==> config.mk <==
export PLATFORM = sky130hd
export DESIGN_NAME = glip_uart_transceiver
export DESIGN_NICKNAME = d
export VERILOG_FILES = /design/src/rtl/glip_uart_transceiver.sv
export SDC_FILE = /design/constraint.sdc
export NUM_CORES = 1
export LEC_CHECK = 0
export ABC_AREA = 1
export CAP_MARGIN = 40
export CORE_MARGIN = 5
export CORE_UTILIZATION = 40
export DETAILED_ROUTE_END_ITERATION = 10
export SLEW_MARGIN = 20
export SYNTH_ARGS = -nofsm -noshare
export SYNTH_HDL_FRONTEND = slang
export SYNTH_SLANG_ARGS = --single-unit
export TNS_END_PERCENT = 30
==> constraint.sdc <==
create_clock -name clk -period 6.57 [get_ports clk]
set_input_delay 1.314 -clock clk [delete_from_list [all_inputs] [get_ports clk]]
set_output_delay 1.314 -clock clk [all_outputs]
set_load 0.03 [all_outputs]
==> src/rtl/glip_uart_transceiver.sv <==
// glip_uart_transceiver: parametrised UART (width, parity, stop bits) with on-chip RX/TX FIFOs,
// RTS driven from RX FIFO fill, CTS-gated transmit and sticky frame/parity/overrun flags.
// Optional feature macro: GLIP_UART_LOOPBACK_EN adds a 'loopback' input that routes the internal
// TX stream into the RX synchroniser, holds uart_tx high and treats CTS as asserted.
module glip_uart_transceiver #(
  parameter int unsigned DIVISOR       = 868,
  parameter int unsigned DATA_WIDTH    = 8,
  parameter int unsigned PARITY        = 0,
  parameter int unsigned STOP_BITS     = 1,
  parameter int unsigned RX_FIFO_DEPTH = 16,
  parameter int unsigned TX_FIFO_DEPTH = 16,
  parameter int unsigned RTS_THRESHOLD = 4
) (
  input  logic                             clk,
  input  logic                             rst,
  input  logic [DATA_WIDTH-1:0]            tx_data,
  input  logic                             tx_valid,
  output logic                             tx_ready,
  output logic [DATA_WIDTH-1:0]            rx_data,
  output logic                             rx_valid,
  input  logic                             rx_ready,
  output logic [$clog2(RX_FIFO_DEPTH):0]   rx_fill,
  input  logic                             uart_rx,
  output logic                             uart_tx,
  input  logic                             uart_cts,
  output logic                             uart_rts,
  output logic                             error_frame,
  output logic                             error_parity,
  output logic                             error_overrun,
  input  logic                             error_clear
`ifdef GLIP_UART_LOOPBACK_EN
  ,
  input  logic                             loopback
`endif
);

  localparam int unsigned CW  = $clog2(DIVISOR);
  localparam int unsigned BW  = $clog2(DATA_WIDTH + 1);
  localparam int unsigned RAW = $clog2(RX_FIFO_DEPTH);
  localparam int unsigned TAW = $clog2(TX_FIFO_DEPTH);

  localparam logic [CW-1:0]  CntMax       = CW'(DIVISOR - 1);
  localparam logic [CW-1:0]  CntHalf      = CW'(DIVISOR / 2);
  localparam logic [BW-1:0]  LastData     = BW'(DATA_WIDTH - 1);
  localparam logic [BW-1:0]  LastStop     = BW'(STOP_BITS - 1);
  localparam logic           OddParity    = (PARITY == 2);
  localparam logic [RAW:0]   RxDepth      = (RAW + 1)'(RX_FIFO_DEPTH);
  localparam logic [RAW:0]   RtsThreshold = (RAW + 1)'(RTS_THRESHOLD);
  localparam logic [TAW:0]   TxDepth      = (TAW + 1)'(TX_FIFO_DEPTH);

  localparam logic [2:0] TxIdle = 3'd0, TxStart = 3'd1, TxData = 3'd2, TxParity = 3'd3,
                         TxStop = 3'd4;
  localparam logic [2:0] RxIdle = 3'd0, RxStart = 3'd1, RxData = 3'd2, RxParity = 3'd3,
                         RxStop = 3'd4, RxWaitHigh = 3'd5;

  logic       tx_line, rx_in, cts_eff;
  logic [1:0] rx_sync, cts_sync;
  logic       rx_s, rx_prev;

`ifdef GLIP_UART_LOOPBACK_EN
  assign rx_in   = loopback ? tx_line : uart_rx;
  assign uart_tx = loopback ? 1'b1 : tx_line;
  assign cts_eff = loopback ? 1'b0 : cts_sync[1];
`else
  assign rx_in   = uart_rx;
  assign uart_tx = tx_line;
  assign cts_eff = cts_sync[1];
`endif

  assign rx_s = rx_sync[1];

  // Two-flop synchronisers for the asynchronous pins, idle-high; rx_prev feeds edge detection.
  always_ff @(posedge clk) begin
    if (rst) begin
      rx_sync  <= 2'b11;
      cts_sync <= 2'b11;
      rx_prev  <= 1'b1;
    end else begin
      rx_sync  <= {rx_sync[0], rx_in};
      cts_sync <= {cts_sync[0], uart_cts};
      rx_prev  <= rx_s;
    end
  end

  // ---------------- TX FIFO ----------------
  logic [DATA_WIDTH-1:0] tx_mem [TX_FIFO_DEPTH];
  logic [TAW-1:0]        tx_wr, tx_rd;
  logic [TAW:0]          tx_count;
  logic                  tx_full, tx_empty, tx_push, tx_pop;
  logic [DATA_WIDTH-1:0] tx_head;

  assign tx_full  = (tx_count == TxDepth);
  assign tx_empty = (tx_count == '0);
  assign tx_ready = ~tx_full & ~rst;
  assign tx_push  = tx_valid & ~tx_full;
  assign tx_head  = tx_mem[tx_rd];

  // TX FIFO storage.
  always_ff @(posedge clk) begin
    if (tx_push) tx_mem[tx_wr] <= tx_data;
  end

  // TX FIFO pointers and occupancy.
  always_ff @(posedge clk) begin
    if (rst) begin
      tx_wr    <= '0;
      tx_rd    <= '0;
      tx_count <= '0;
    end else begin
      if (tx_push) tx_wr <= tx_wr + 1'b1;
      if (tx_pop)  tx_rd <= tx_rd + 1'b1;
      if (tx_push && !tx_pop)      tx_count <= tx_count + 1'b1;
      else if (tx_pop && !tx_push) tx_count <= tx_count - 1'b1;
    end
  end

  // ---------------- TX FSM ----------------
  logic [2:0]            tx_state;
  logic [CW-1:0]         tx_cnt;
  logic [BW-1:0]         tx_bit;
  logic [DATA_WIDTH-1:0] tx_shift;
  logic                  tx_par, tx_start;

  // A frame starts from idle, or directly at the end of the last stop bit so there is no gap.
  assign tx_start = ~tx_empty & ~cts_eff &
                    ((tx_state == TxIdle) ||
                     (tx_state == TxStop && tx_cnt == CntMax && tx_bit == LastStop));
  assign tx_pop   = tx_start;

  // Transmit sequencer: each bit held for DIVISOR cycles on a registered output.
  always_ff @(posedge clk) begin
    if (rst) begin
      tx_state <= TxIdle;
      tx_cnt   <= '0;
      tx_bit   <= '0;
      tx_shift <= '0;
      tx_par   <= 1'b0;
      tx_line  <= 1'b1;
    end else if (tx_start) begin
      tx_state <= TxStart;
      tx_cnt   <= '0;
      tx_bit   <= '0;
      tx_shift <= tx_head;
      tx_par   <= (^tx_head) ^ OddParity;
      tx_line  <= 1'b0;
    end else if (tx_state != TxIdle) begin
      if (tx_cnt != CntMax) begin
        tx_cnt <= tx_cnt + 1'b1;
      end else begin
        tx_cnt <= '0;
        case (tx_state)
          TxStart: begin
            tx_state <= TxData;
            tx_bit   <= '0;
            tx_line  <= tx_shift[0];
            tx_shift <= tx_shift >> 1;
          end
          TxData: begin
            if (tx_bit != LastData) begin
              tx_bit   <= tx_bit + 1'b1;
              tx_line  <= tx_shift[0];
              tx_shift <= tx_shift >> 1;
            end else if (PARITY != 0) begin
              tx_state <= TxParity;
              tx_line  <= tx_par;
            end else begin
              tx_state <= TxStop;
              tx_bit   <= '0;
              tx_line  <= 1'b1;
            end
          end
          TxParity: begin
            tx_state <= TxStop;
            tx_bit   <= '0;
            tx_line  <= 1'b1;
          end
          TxStop: begin
            if (tx_bit != LastStop) begin
              tx_bit <= tx_bit + 1'b1;
            end else begin
              tx_state <= TxIdle;
              tx_line  <= 1'b1;
            end
          end
          default: begin
            tx_state <= TxIdle;
            tx_line  <= 1'b1;
          end
        endcase
      end
    end
  end

  // ---------------- RX FSM ----------------
  logic [2:0]            rx_state;
  logic [CW-1:0]         rx_cnt;
  logic [BW-1:0]         rx_bit;
  logic [DATA_WIDTH-1:0] rx_shift;
  logic                  rx_par, rx_perr, rx_push, rx_full;
  logic                  stop_sample, stop_done, frame_set, parity_set, overrun_set;

  assign stop_sample = (rx_state == RxStop) && (rx_cnt == CntMax);
  assign frame_set   = stop_sample & ~rx_s;
  assign stop_done   = stop_sample & rx_s & (rx_bit == LastStop);
  assign parity_set  = stop_done & rx_perr;
  assign overrun_set = stop_done & ~rx_perr & rx_full;

  // Receive sequencer: mid-bit sampling, parity check, stop check; push is registered.
  always_ff @(posedge clk) begin
    if (rst) begin
      rx_state <= RxIdle;
      rx_cnt   <= '0;
      rx_bit   <= '0;
      rx_shift <= '0;
      rx_par   <= 1'b0;
      rx_perr  <= 1'b0;
      rx_push  <= 1'b0;
    end else begin
      rx_push <= stop_done & ~rx_perr & ~rx_full;
      case (rx_state)
        RxIdle: begin
          if (rx_prev && !rx_s) begin
            rx_state <= RxStart;
            rx_cnt   <= '0;
          end
        end
        RxStart: begin
          if (rx_cnt != CntHalf) begin
            rx_cnt <= rx_cnt + 1'b1;
          end else begin
            rx_cnt   <= '0;
            rx_bit   <= '0;
            rx_par   <= 1'b0;
            rx_perr  <= 1'b0;
            // A line already high again at mid-start is a glitch.
            rx_state <= rx_s ? RxIdle : RxData;
          end
        end
        RxData: begin
          if (rx_cnt != CntMax) begin
            rx_cnt <= rx_cnt + 1'b1;
          end else begin
            rx_cnt   <= '0;
            rx_shift <= {rx_s, rx_shift[DATA_WIDTH-1:1]};
            rx_par   <= rx_par ^ rx_s;
            if (rx_bit != LastData) begin
              rx_bit <= rx_bit + 1'b1;
            end else begin
              rx_bit   <= '0;
              rx_state <= (PARITY != 0) ? RxParity : RxStop;
            end
          end
        end
        RxParity: begin
          if (rx_cnt != CntMax) begin
            rx_cnt <= rx_cnt + 1'b1;
          end else begin
            rx_cnt   <= '0;
            rx_perr  <= rx_s != (rx_par ^ OddParity);
            rx_state <= RxStop;
          end
        end
        RxStop: begin
          if (rx_cnt != CntMax) begin
            rx_cnt <= rx_cnt + 1'b1;
          end else begin
            rx_cnt <= '0;
            if (!rx_s)                   rx_state <= RxWaitHigh;
            else if (rx_bit != LastStop) rx_bit   <= rx_bit + 1'b1;
            else                         rx_state <= RxIdle;
          end
        end
        RxWaitHigh: begin
          if (rx_s) rx_state <= RxIdle;
        end
        default: rx_state <= RxIdle;
      endcase
    end
  end

  // ---------------- RX FIFO ----------------
  logic [DATA_WIDTH-1:0] rx_mem [RX_FIFO_DEPTH];
  logic [RAW-1:0]        rx_wr, rx_rd;
  logic [RAW:0]          rx_count;
  logic                  rx_pop;

  assign rx_full  = (rx_count == RxDepth);
  assign rx_valid = (rx_count != '0);
  assign rx_pop   = rx_ready & rx_valid;
  assign rx_data  = rx_mem[rx_rd];
  assign rx_fill  = rx_count;

  // RX FIFO storage.
  always_ff @(posedge clk) begin
    if (rx_push) rx_mem[rx_wr] <= rx_shift;
  end

  // RX FIFO pointers, occupancy and registered RTS from free-entry count.
  always_ff @(posedge clk) begin
    if (rst) begin
      rx_wr    <= '0;
      rx_rd    <= '0;
      rx_count <= '0;
      uart_rts <= 1'b1;
    end else begin
      if (rx_push) rx_wr <= rx_wr + 1'b1;
      if (rx_pop)  rx_rd <= rx_rd + 1'b1;
      if (rx_push && !rx_pop)      rx_count <= rx_count + 1'b1;
      else if (rx_pop && !rx_push) rx_count <= rx_count - 1'b1;
      uart_rts <= (RxDepth - rx_count) <= RtsThreshold;
    end
  end

  // Sticky error flags; a set in the same cycle as error_clear wins.
  always_ff @(posedge clk) begin
    if (rst) begin
      error_frame   <= 1'b0;
      error_parity  <= 1'b0;
      error_overrun <= 1'b0;
    end else begin
      error_frame   <= frame_set   | (error_frame   & ~error_clear);
      error_parity  <= parity_set  | (error_parity  & ~error_clear);
      error_overrun <= overrun_set | (error_overrun & ~error_clear);
    end
  end

endmodule

==> summary.md, run 1 <==
| Metric | Value |
|---|---|
| Max incr delay on CP | 0.67 ns |
| Relative slew slack | 0.449 |
| IO Count | 35 |
| Complex-gate fraction of the synthesized area | 0.0790 |
| Nets@finish | 1,593 |
| Overflow after GRT | 0 |
| Fraction of registers with async set/reset | 0 |
| Initial Util | 0.407 |
| IO Port Bufs | 34 |
| Hold Path Stages | 1 |
| Sequential-to-total area share from yosys stat | 0.625 |
| Starting DRT DRC Count | 819 |
| Worst path cell trace | buf_4 > inv_1 > buf_8 > o21ai_0 > o211ai_1 > nand2_1 > clkdlybuf4s50_1 |
| Core ar. | 37,800 sq um |
| Clk sinks | 353 |
| Clock buffer depth | 3 |
| Final setup violation count | 0 |
| Layout cells sized above 1 | 0.0755 |
| Worst Skew | 0.0171 ns |
| Worst Path Class, Setup | reg2out |
| Metal3 WL | 1540 um |
| Register area | 9630 sq um |
| Minimum clock period after layout | 4.33 ns |
| Area grow syn2layout | 13.3% |
| Synth Area in Adders | 0.0245 |
| Final Worst Setup Slack | 2.24 ns |
| FMAX | 0.231 GHz |
| Wire length on met2 | 15,400 um |
| ANT nets after route | 0 |
| Rows | 71 |
| Wire length on met1 | 14,600 um |
| Crit-path slowest cell | clkdlybuf4s50_1 |
| Die width | 206 um |
| Hold-fix buffers, CTS | 0 |
| Post-synth EDFFs | 256 |
| Post-Syn Area | 15,400 sq um |
| Reg clk slew, reported paths | 0.06 ns |
| Tightest Pin Transition | 0.823 ns |
| Critical Path AT | 3.01 ns |
| Clk Latency, worst-skew pair | 0.53 ns |
| Prevailing post-synth register cell | edfxtp_1 |
| Status | completed |
| CTS HTree Levels | 2 |
| Crit end category | output port |
| Mux cell area share after synthesis | 0.0208 |
| Ant diodes | 0 |
| Post-CTS setup buffer count | 0 |
| TritonCTS Buffers | 38 |
| Simple-Gate Fraction of Synth Area | 0.175 |
| WL per Instance | 15.4 um |
| Synth warnings | 0 |
| Root Driver | clkbuf_16 |
| Vias per cell | 4.88 |
| Final WL | 32,200 um |
| HP Class | reg2reg |
| Initial antenna violation count | 0 |
| Flops & latches, synth | 353 |
| Static leakage | 0.00662 uW |
| Via count | 10,200 |
| Worst Path Required | 5.26 ns |
| Total negative slack | 0 ns |
| Setup crit start kind | register |
| Post-DP HPWL | 20,400 um |
| Syn Inst Count | 1,514 |
| Die outline height | 206 um |
| FILL cells | 3,577 |
| First-pass GRT wire length | 51,700 um |
| Power Density | 332 nW/um^2 |
| Netlist cell types | 46 |
| Maximum vdd ir drop | 0.211 mV |
| Detailed-router iteration count before antenna repair | 5 |
| Avg Inst Size Synth | 10.2 sq um |
| DIE AREA | 42,500 sq um |
| Final GP Congestion | 0.759 |
| GRT Total Usage | 0.152 |
| Vias in the first global route | 9,840 |
| Post-synthesis xor/xnor area fraction | 0.00739 |
| Setup WS pre-CTS | 2.35 ns |
| Final period utilization | 0.659 |
| Unrepaired setup endpoints after global routing | false |
| Worst-case reg-to-reg path depth | 14 |
| Final Hold Vio Count | 0 |
| Max layer used | met4 |
| Largest net degree at the start of global routing | 66 |
| CTS tree | built |
| Area of the multi-input gates | 4730 sq um |
| Post_cts resized | 0 |
| Drt drc | 0 |
| Main combinational cell family by area after synthesis | simple AND/OR/NAND/NOR gates |
| Max Cap Violations | 0 |
| Crit Path Max Fanout | 33 |
| Net Count, Synth | 1,558 |
| Final Slew Violations | 0 |
[placed cells by master (no fill, tap or decap), drive strengths merged, types with 26 or more instances in the layout]
cell and count:
nand2 282, edfxtp 256, inv 212, nand3 150
nor2 123, dfxtp 97, o21ai 86, a21oi 84
clkbuf 51, o211ai 34, clkdlybuf4s50 34, mux2i 32
ha 27, nor3 26
[sequential cells by signal, indices dropped and copies added, names as in the netlist, 5 cells and up, named ones only]
name,cells
tx_cnt,10
rx_shift,8
tx_count,5
tx_mem,128
rx_fill,5
tx_shift,8
rx_cnt,10
rx_mem,128
[per-stage QoR]
step / hold slack, ns / power [uW] / utilization / area (sq um) / instances
final: 0.409 / 5790 / 0.461 / 17400 / 2088
after global routing: 0.421 / 6110 / 0.461 / 17400 / 2088
after CTS: 0.408 / 5850 / 0.460 / 17400 / 2084
after detailed placement: 0.399 / 3830 / 0.429 / 16200 / 2016
after global placement: 0.398 / 3800 / 0.427 / 16200 / 2010
after floorplan: 0.389 / 3480 / - / 15400 / 1514
[final cells by class]
cell class / count / share of cell area
clock buffers: 51 / 0.0606
clock inverters: 17 / 0.00624
inverters: 210 / 0.0453
multi-input cells: 896 / 0.271
flip-flops and latches: 353 / 0.552
well taps: 511 / 0.0366
repair buffers: 50 / 0.0280
[worst max-delay path, delay by kind of cell, from the launching register on]
family / cells / cell delay, ns
buf+inv: 4 / 1.63
compound gates: 2 / 0.43
flops: 1 / 0.30
simple gates: 1 / 0.10
[cell families (layout without fill, tap and decap cells)]
logic type,after synthesis,count (layout)
AOI/OAI and AO/OA,217,217
xor gates and xnor gates,13,13
adders and majority gates,29,29
buffers and inverters,265,328
DFF,353,353
muxes,32,32
and+or+nand+nor,605,605
[path summary, 6_finish.rpt]
| check | startpoint | end | slack (ns) |
|---|---|---|---|
| worst max-delay path | register | rx_data[1] | 2.24 |
| worst min-delay path | cts_sync[0] | cts_sync[1] | 0.41 |
| worst max register to register | rx_fill[0] | rx_fill[4] | 3.69 |
| worst min register to register | cts_sync[0] | cts_sync[1] | 0.41 |
[power by group]
group | switching [uW] | internal, uW | leakage (uW)
clock | 840 | 1170 | 0.000580
sequential | 97.3 | 2460 | 0.00288
combinational | 771 | 449 | 0.00315
[layer usage]
metal / vias to the layer above / global-route usage
met5: - / 0
met4: 0 / 0.0394
li1: 5175 / -
met3: 46 / 0.0276
met1: 4767 / 0.203
met2: 198 / 0.255
[cells in the mapped netlist (2+ instances only)]
cell / number / area share
nor3_2: 3 / 0.0020
o21ai_0: 81 / 0.026
xor2_1: 10 / 0.0057
nor2_4: 4 / 0.0029
a211oi_1: 3 / 0.0015
buf_6: 2 / 0.0015
inv_2: 9 / 0.0022
nor3b_1: 5 / 0.0024
o211ai_1: 34 / 0.017
nor3_1: 23 / 0.0075
nand3_1: 147 / 0.048
a21o_1: 4 / 0.0020
nand2_1: 270 / 0.066
nand2_2: 9 / 0.0037
nand3_2: 3 / 0.0020
buf_2: 21 / 0.0068
nand3b_1: 2 / 0.00097
xnor2_1: 3 / 0.0017
buf_1: 2 / 0.00049
clkbuf_1: 28 / 0.0068
nand2b_1: 3 / 0.0012
inv_1: 201 / 0.049
a31oi_1: 2 / 0.00081
fa_1: 2 / 0.0026
nand4_1: 4 / 0.0016
nor2_2: 8 / 0.0033
nor2_1: 111 / 0.027
or2_2: 5 / 0.0020
mux2i_1: 32 / 0.021
buf_4: 2 / 0.00097
ha_1: 27 / 0.022
dfxtp_1: 97 / 0.13
a21oi_1: 83 / 0.027
nor4_1: 2 / 0.00081
o21ai_1: 4 / 0.0013
nand2_4: 3 / 0.0022
edfxtp_1: 256 / 0.50
(Power assumes the default switching activity.)
==> inputs of run 2 (changes only) <==
- clock period: 6.57 -> 4.3 ns (I/O delays scaled with it)
==> run 2 against run 1 <==
Worst setup slack got worse by 1.5 ns. Die area unchanged. Count of clock-buffer cells in the layout is 4 higher. Design area increased by 0.72%. Highest routed layer unchanged. Cell count up 0.62%.
==> summary.md, run 2 (same netlist as run 1, synthesis figures left out) <==
| Metric | Value |
|---|---|
| Final WL | 33,100 um |
| Initial Util | 0.407 |
| Vias in the first global route | 10,300 |
| Highest-count cells in the layout ignoring fill and taps | nand2_1, edfxtp_1, inv_1 |
| Setup crit start kind | register |
| Status | completed |
| Power Density | 503 nW/um^2 |
| Starting DRT DRC Count | 580 |
| Crit end category | output port |
| Root Driver | clkbuf_16 |
| Max Cap Violations | 0 |
| Post_cts resized | 0 |
| Final Worst Setup Slack | 0.695 ns |
| WP buf/inv | 2 |
| Detailed-router iteration count before antenna repair | 5 |
| Layout Cells excl Fill | 2,101 |
| Minimum clock period after layout | 3.61 ns |
| Relative slew slack | 0.430 |
| Unrepaired setup endpoints after global routing | false |
| Ant diodes | 0 |
| Most common cell after layout, fill and taps aside | nand2_1 |
| Final GP Congestion | 0.777 |
| Setup WS pre-CTS | 1.17 ns |
| Hold-fix buffers, CTS | 0 |
| WL per Instance | 15.8 um |
| Hold Path Stages | 1 |
| Final Slew Violations | 0 |
| Worst-case reg-to-reg path depth | 14 |
| Core ar. | 37,800 sq um |
| Static leakage | 0.00669 uW |
| FF-to-FF End | rx_fill[4] |
| Die outline height | 206 um |
| CP delay by family, top | buffers and inverters |
| Layout cells sized above 1 | 0.0805 |
| GRT Total Usage | 0.158 |
| CTS HTree Levels | 2 |
| IO Count | 35 |
| Final Hold Vio Count | 0 |
| Min-delay src | cts_sync[0] |
| Register area | 9630 sq um |
| Total negative slack | 0 ns |
| Worst reg-to-reg setup slack | 1.41 ns |
| Worst Hold End | cts_sync[1] |
| Die width | 206 um |
| Worst Path Required | 3.44 ns |
| DIE AREA | 42,500 sq um |
| First-pass GRT wire length | 53,800 um |
| Maximum vdd ir drop | 0.338 mV |
| Drt drc | 0 |
| Crit-path slowest cell | clkdlybuf4s50_1 |
| Overflow after GRT | 0 |
| Vias per cell | 4.91 |
| Biggest regs | rx_mem: 128 flops, tx_mem: 128 flops |
| Worst Path Class, Setup | reg2out |
| Rows | 71 |
| Worst path cell trace | buf_4 > mux2i_1 > o211ai_1 > nand3_1 > nand2_1 > clkdlybuf4s50_1 |
| Via count | 10,300 |
| Clk sinks | 353 |
| Worst Skew | 0.00999 ns |
| HP Class | reg2reg |
| Reg clk slew, reported paths | 0.06 ns |
| Dpl cells | 2,029 |
| Largest net degree at the start of global routing | 65 |
| Clk Latency, worst-skew pair | 0.53 ns |
| Final Cell Area | 17,600 sq um |
| IO Port Bufs | 34 |
| FMAX | 0.277 GHz |
| Placed instance area | 16,400 sq um |
| Initial antenna violation count | 0 |
| Final period utilization | 0.838 |
| Area grow syn2layout | 14.1% |
| Nets@finish | 1,608 |
| Critical Path AT | 2.75 ns |
| Post-DP HPWL | 21,500 um |
| Area of the multi-input gates | 4730 sq um |
| Post-CTS setup buffer count | 0 |
| CTS tree | built |
| ANT nets after route | 0 |
| Tightest Pin Transition | 0.852 ns |
| FILL cells | 3,587 |
| Reg-to-Reg Start | rx_fill[0] |
| Max incr delay on CP | 0.71 ns |
| Clock buffer depth | 3 |
| Final setup violation count | 0 |
| TritonCTS Buffers | 39 |
| Crit Path Max Fanout | 31 |
[run 2: power by group]
part / switching (uW) / leakage [uW] / internal [uW]
clock: 1280 / 0.000561 / 1770
combinational: 1180 / 0.00324 / 699
sequential: 145 / 0.00288 / 3760
total: 2610 / 0.00669 / 6230
[run 2: how the worst max path moves through the flow]
stage	from	endpoint	depth (start not counted)
6_report	register	rx_data[4]	6
3_5_place_dp	tx_valid	tx_count[4]	13
3_3_place_gp	tx_valid	tx_count[4]	13
4_1_cts	register	rx_data[4]	6
5_1_grt	register	rx_data[4]	6
2_1_floorplan	rx_fill[0]	rx_fill[4]	14
[run 2: stage by stage]
step / hold WS [ns] / power [uW] / util
finish: 0.408 / 8840 / 0.464
global route: 0.423 / 9330 / 0.464
CTS: 0.412 / 8950 / 0.463
detailed placement: 0.398 / 5870 / 0.433
global placement: 0.398 / 5810 / 0.428
floorplan: 0.389 / 5310 / -
[run 2: layout make-up]
cell class	count	area share
Timing Repair Buffer	64	0.0357
Clock buffer	55	0.0625
Inverter	210	0.0449
Sequential cell	353	0.548
Clock inverter	12	0.00328
Multi-Input combinational cell	896	0.269
Tap cell	511	0.0364
[run 2: per-layer routing]
metal  track usage  wire length [um]  up-vias
met5             0                 0        -
met4        0.0404               652        0
met3        0.0254              1190       50
met2         0.277             16400      165
met1         0.205             14900     4897
li1              -                 -     5204
==> inputs of run 3 (changes only) <==
- clock period: 4.3 -> 3.2 ns (I/O delays scaled with it)
==> run 3 against run 2 <==
Clock power is 49% higher. Design area is 0.18% higher. Clock skew is 0.024 ns higher. Worst setup slack worse by 0.50 ns. Die area stayed put. Global-route usage is 0.46 points lower. First-iteration DRC count is 40% higher. Sequential power is 34% higher. Routed wire length is 2.2% lower.
==> summary.md, run 3 (same netlist as run 1, synthesis figures left out) <==
| Metric | Value |
|---|---|
| FMAX | 0.333 GHz |
| HP Class | reg2reg |
| Reg-to-Reg Start | rx_fill[0] |
| Reg clk slew, reported paths | 0.06 ns |
| TritonCTS Buffers | 39 |
| Wire length on met1 | 14,900 um |
| Final GP Congestion | 0.813 |
| FILL cells | 3,535 |
| Core Util, Final | 0.465 |
| Crit Path Max Fanout | 6 |
| Wire length on met2 | 15,300 um |
| Critical Path AT | 2.37 ns |
| ANT nets after route | 0 |
| Register area | 9630 sq um |
| Vias in the first global route | 10,100 |
| Via count | 10,200 |
| Placed instance area | 16,300 sq um |
| First-pass GRT wire length | 52,300 um |
| Root Driver | clkbuf_16 |
| Final WL | 32,400 um |
| Worst Path Required | 2.56 ns |
| Area grow syn2layout | 14.3% |
| Minimum clock period after layout | 3.01 ns |
| Drt drc | 0 |
| CTS HTree Levels | 2 |
| Setup crit start kind | register |
| CP startpoint | rx_fill[0] |
| Area of the multi-input gates | 4730 sq um |
| Worst Skew | 0.0340 ns |
| Initial Util | 0.407 |
| IO Count | 35 |
| Clk sinks | 353 |
| Overflow after GRT | 0 |
| Rows | 71 |
| Status | completed |
| WL per Instance | 15.5 um |
| Layout cells sized above 1 | 0.0858 |
| Clock buffer depth | 3 |
| Min-delay src | cts_sync[0] |
| Relative slew slack | 0.458 |
| Largest net degree at the start of global routing | 65 |
| Die width | 206 um |
| DIE AREA | 42,500 sq um |
| Worst Path Class, Setup | reg2out |
| Tot Pwr | 12,300 uW |
| Power Density | 700 nW/um^2 |
| Hold-fix buffers, CTS | 0 |
| Final Cell Area | 17,600 sq um |
| Unrepaired setup endpoints after global routing | false |
| Vias per cell | 4.88 |
| Starting DRT DRC Count | 810 |
| Detailed-router iteration count before antenna repair | 5 |
| Crit end category | output port |
| Final setup violation count | 0 |
| GRT Total Usage | 0.153 |
| Static leakage | 0.00671 uW |
| IO Port Bufs | 34 |
| Highest-count cells in the layout ignoring fill and taps | nand2_1, edfxtp_1, inv_1 |
| Die outline height | 206 um |
| Nets@finish | 1,599 |
| Final period utilization | 0.940 |
| Maximum vdd ir drop | 0.451 mV |
| Ant diodes | 0 |
| Total negative slack | 0 ns |
| Biggest regs | rx_mem: 128 flops, tx_mem: 128 flops |
| Final Slew Violations | 0 |
| Initial antenna violation count | 0 |
| Post-DP HPWL | 20,500 um |
| CTS tree | built |
| Max layer used | met4 |
| Most common cell after layout, fill and taps aside | nand2_1 |
| Metal3 WL | 1520 um |
| Tightest Pin Transition | 0.810 ns |
| Final Hold Vio Count | 0 |
| Core ar. | 37,800 sq um |
| Clk Latency, worst-skew pair | 0.54 ns |
| Max Cap Violations | 0 |
-- run 3: changes by cell type in the layout (fill, tap and decap cells not counted), sizes merged --
cell,before,now
bufinv,0,5
clkbuf,55,50
clkinvlp,1,2
clkinv,11,13
clkdlybuf4s50,33,25
inv,210,211
buf,31,30
-- run 3: layout make-up --
| type | count | area share |
|---|---|---|
| Tap cell | 511 | 0.0363 |
| Inverter | 210 | 0.0448 |
| Clock inverter | 21 | 0.0141 |
| Multi-Input combinational cell | 896 | 0.269 |
| Timing Repair Buffer | 55 | 0.0288 |
| Sequential cell | 353 | 0.547 |
| Clock buffer | 50 | 0.0602 |
-- run 3: power breakdown --
part	total (uW)	internal (uW)	switching [uW]	leakage (uW)
logic	2550	909	1640	0.00319
clock network	4540	2760	1780	0.000634
registers	5240	5050	183	0.00288
-- run 3: through the flow --
stage	instances	hold slack (ns)	setup slack, ns
3_3_place_gp	2022	0.397	0.257
4_1_cts	2094	0.411	0.120
6_report	2096	0.408	0.193
3_5_place_dp	2023	0.398	0.262
5_1_grt	2096	0.426	0.00614
2_1_floorplan	1514	0.389	0.390
-- run 3: layer usage --
metal | vias to the layer above | track usage
met3 | 51 | 0.0282
met2 | 188 | 0.256
met4 | 0 | 0.0433
li1 | 5181 | -
met5 | - | 0
met1 | 4800 | 0.206
-- run 3: final timing paths --
path,endpoint,slack (ns),cells past startpoint
hold reg to reg,cts_sync[1],0.41,1
hold / removal,cts_sync[1],0.41,1
setup / recovery,rx_valid,0.19,4
setup reg to reg,rx_fill[4],0.25,14
-- run 3: critical path, stage by stage, from the launching register on --
cell	delay [ns]
dfxtp_1	0.37
nor4_1	0.56
ha_1	0.26
inv_1	0.05
clkdlybuf4s50_1	0.59
-- run 3: timing repair --
action / 4_1_cts / 5_1_grt
setup buffers: 0 / 1
resized for setup: 0 / 1
setup endpoints to repair: 0 / 1
hold endpoints to repair: 0 / 0
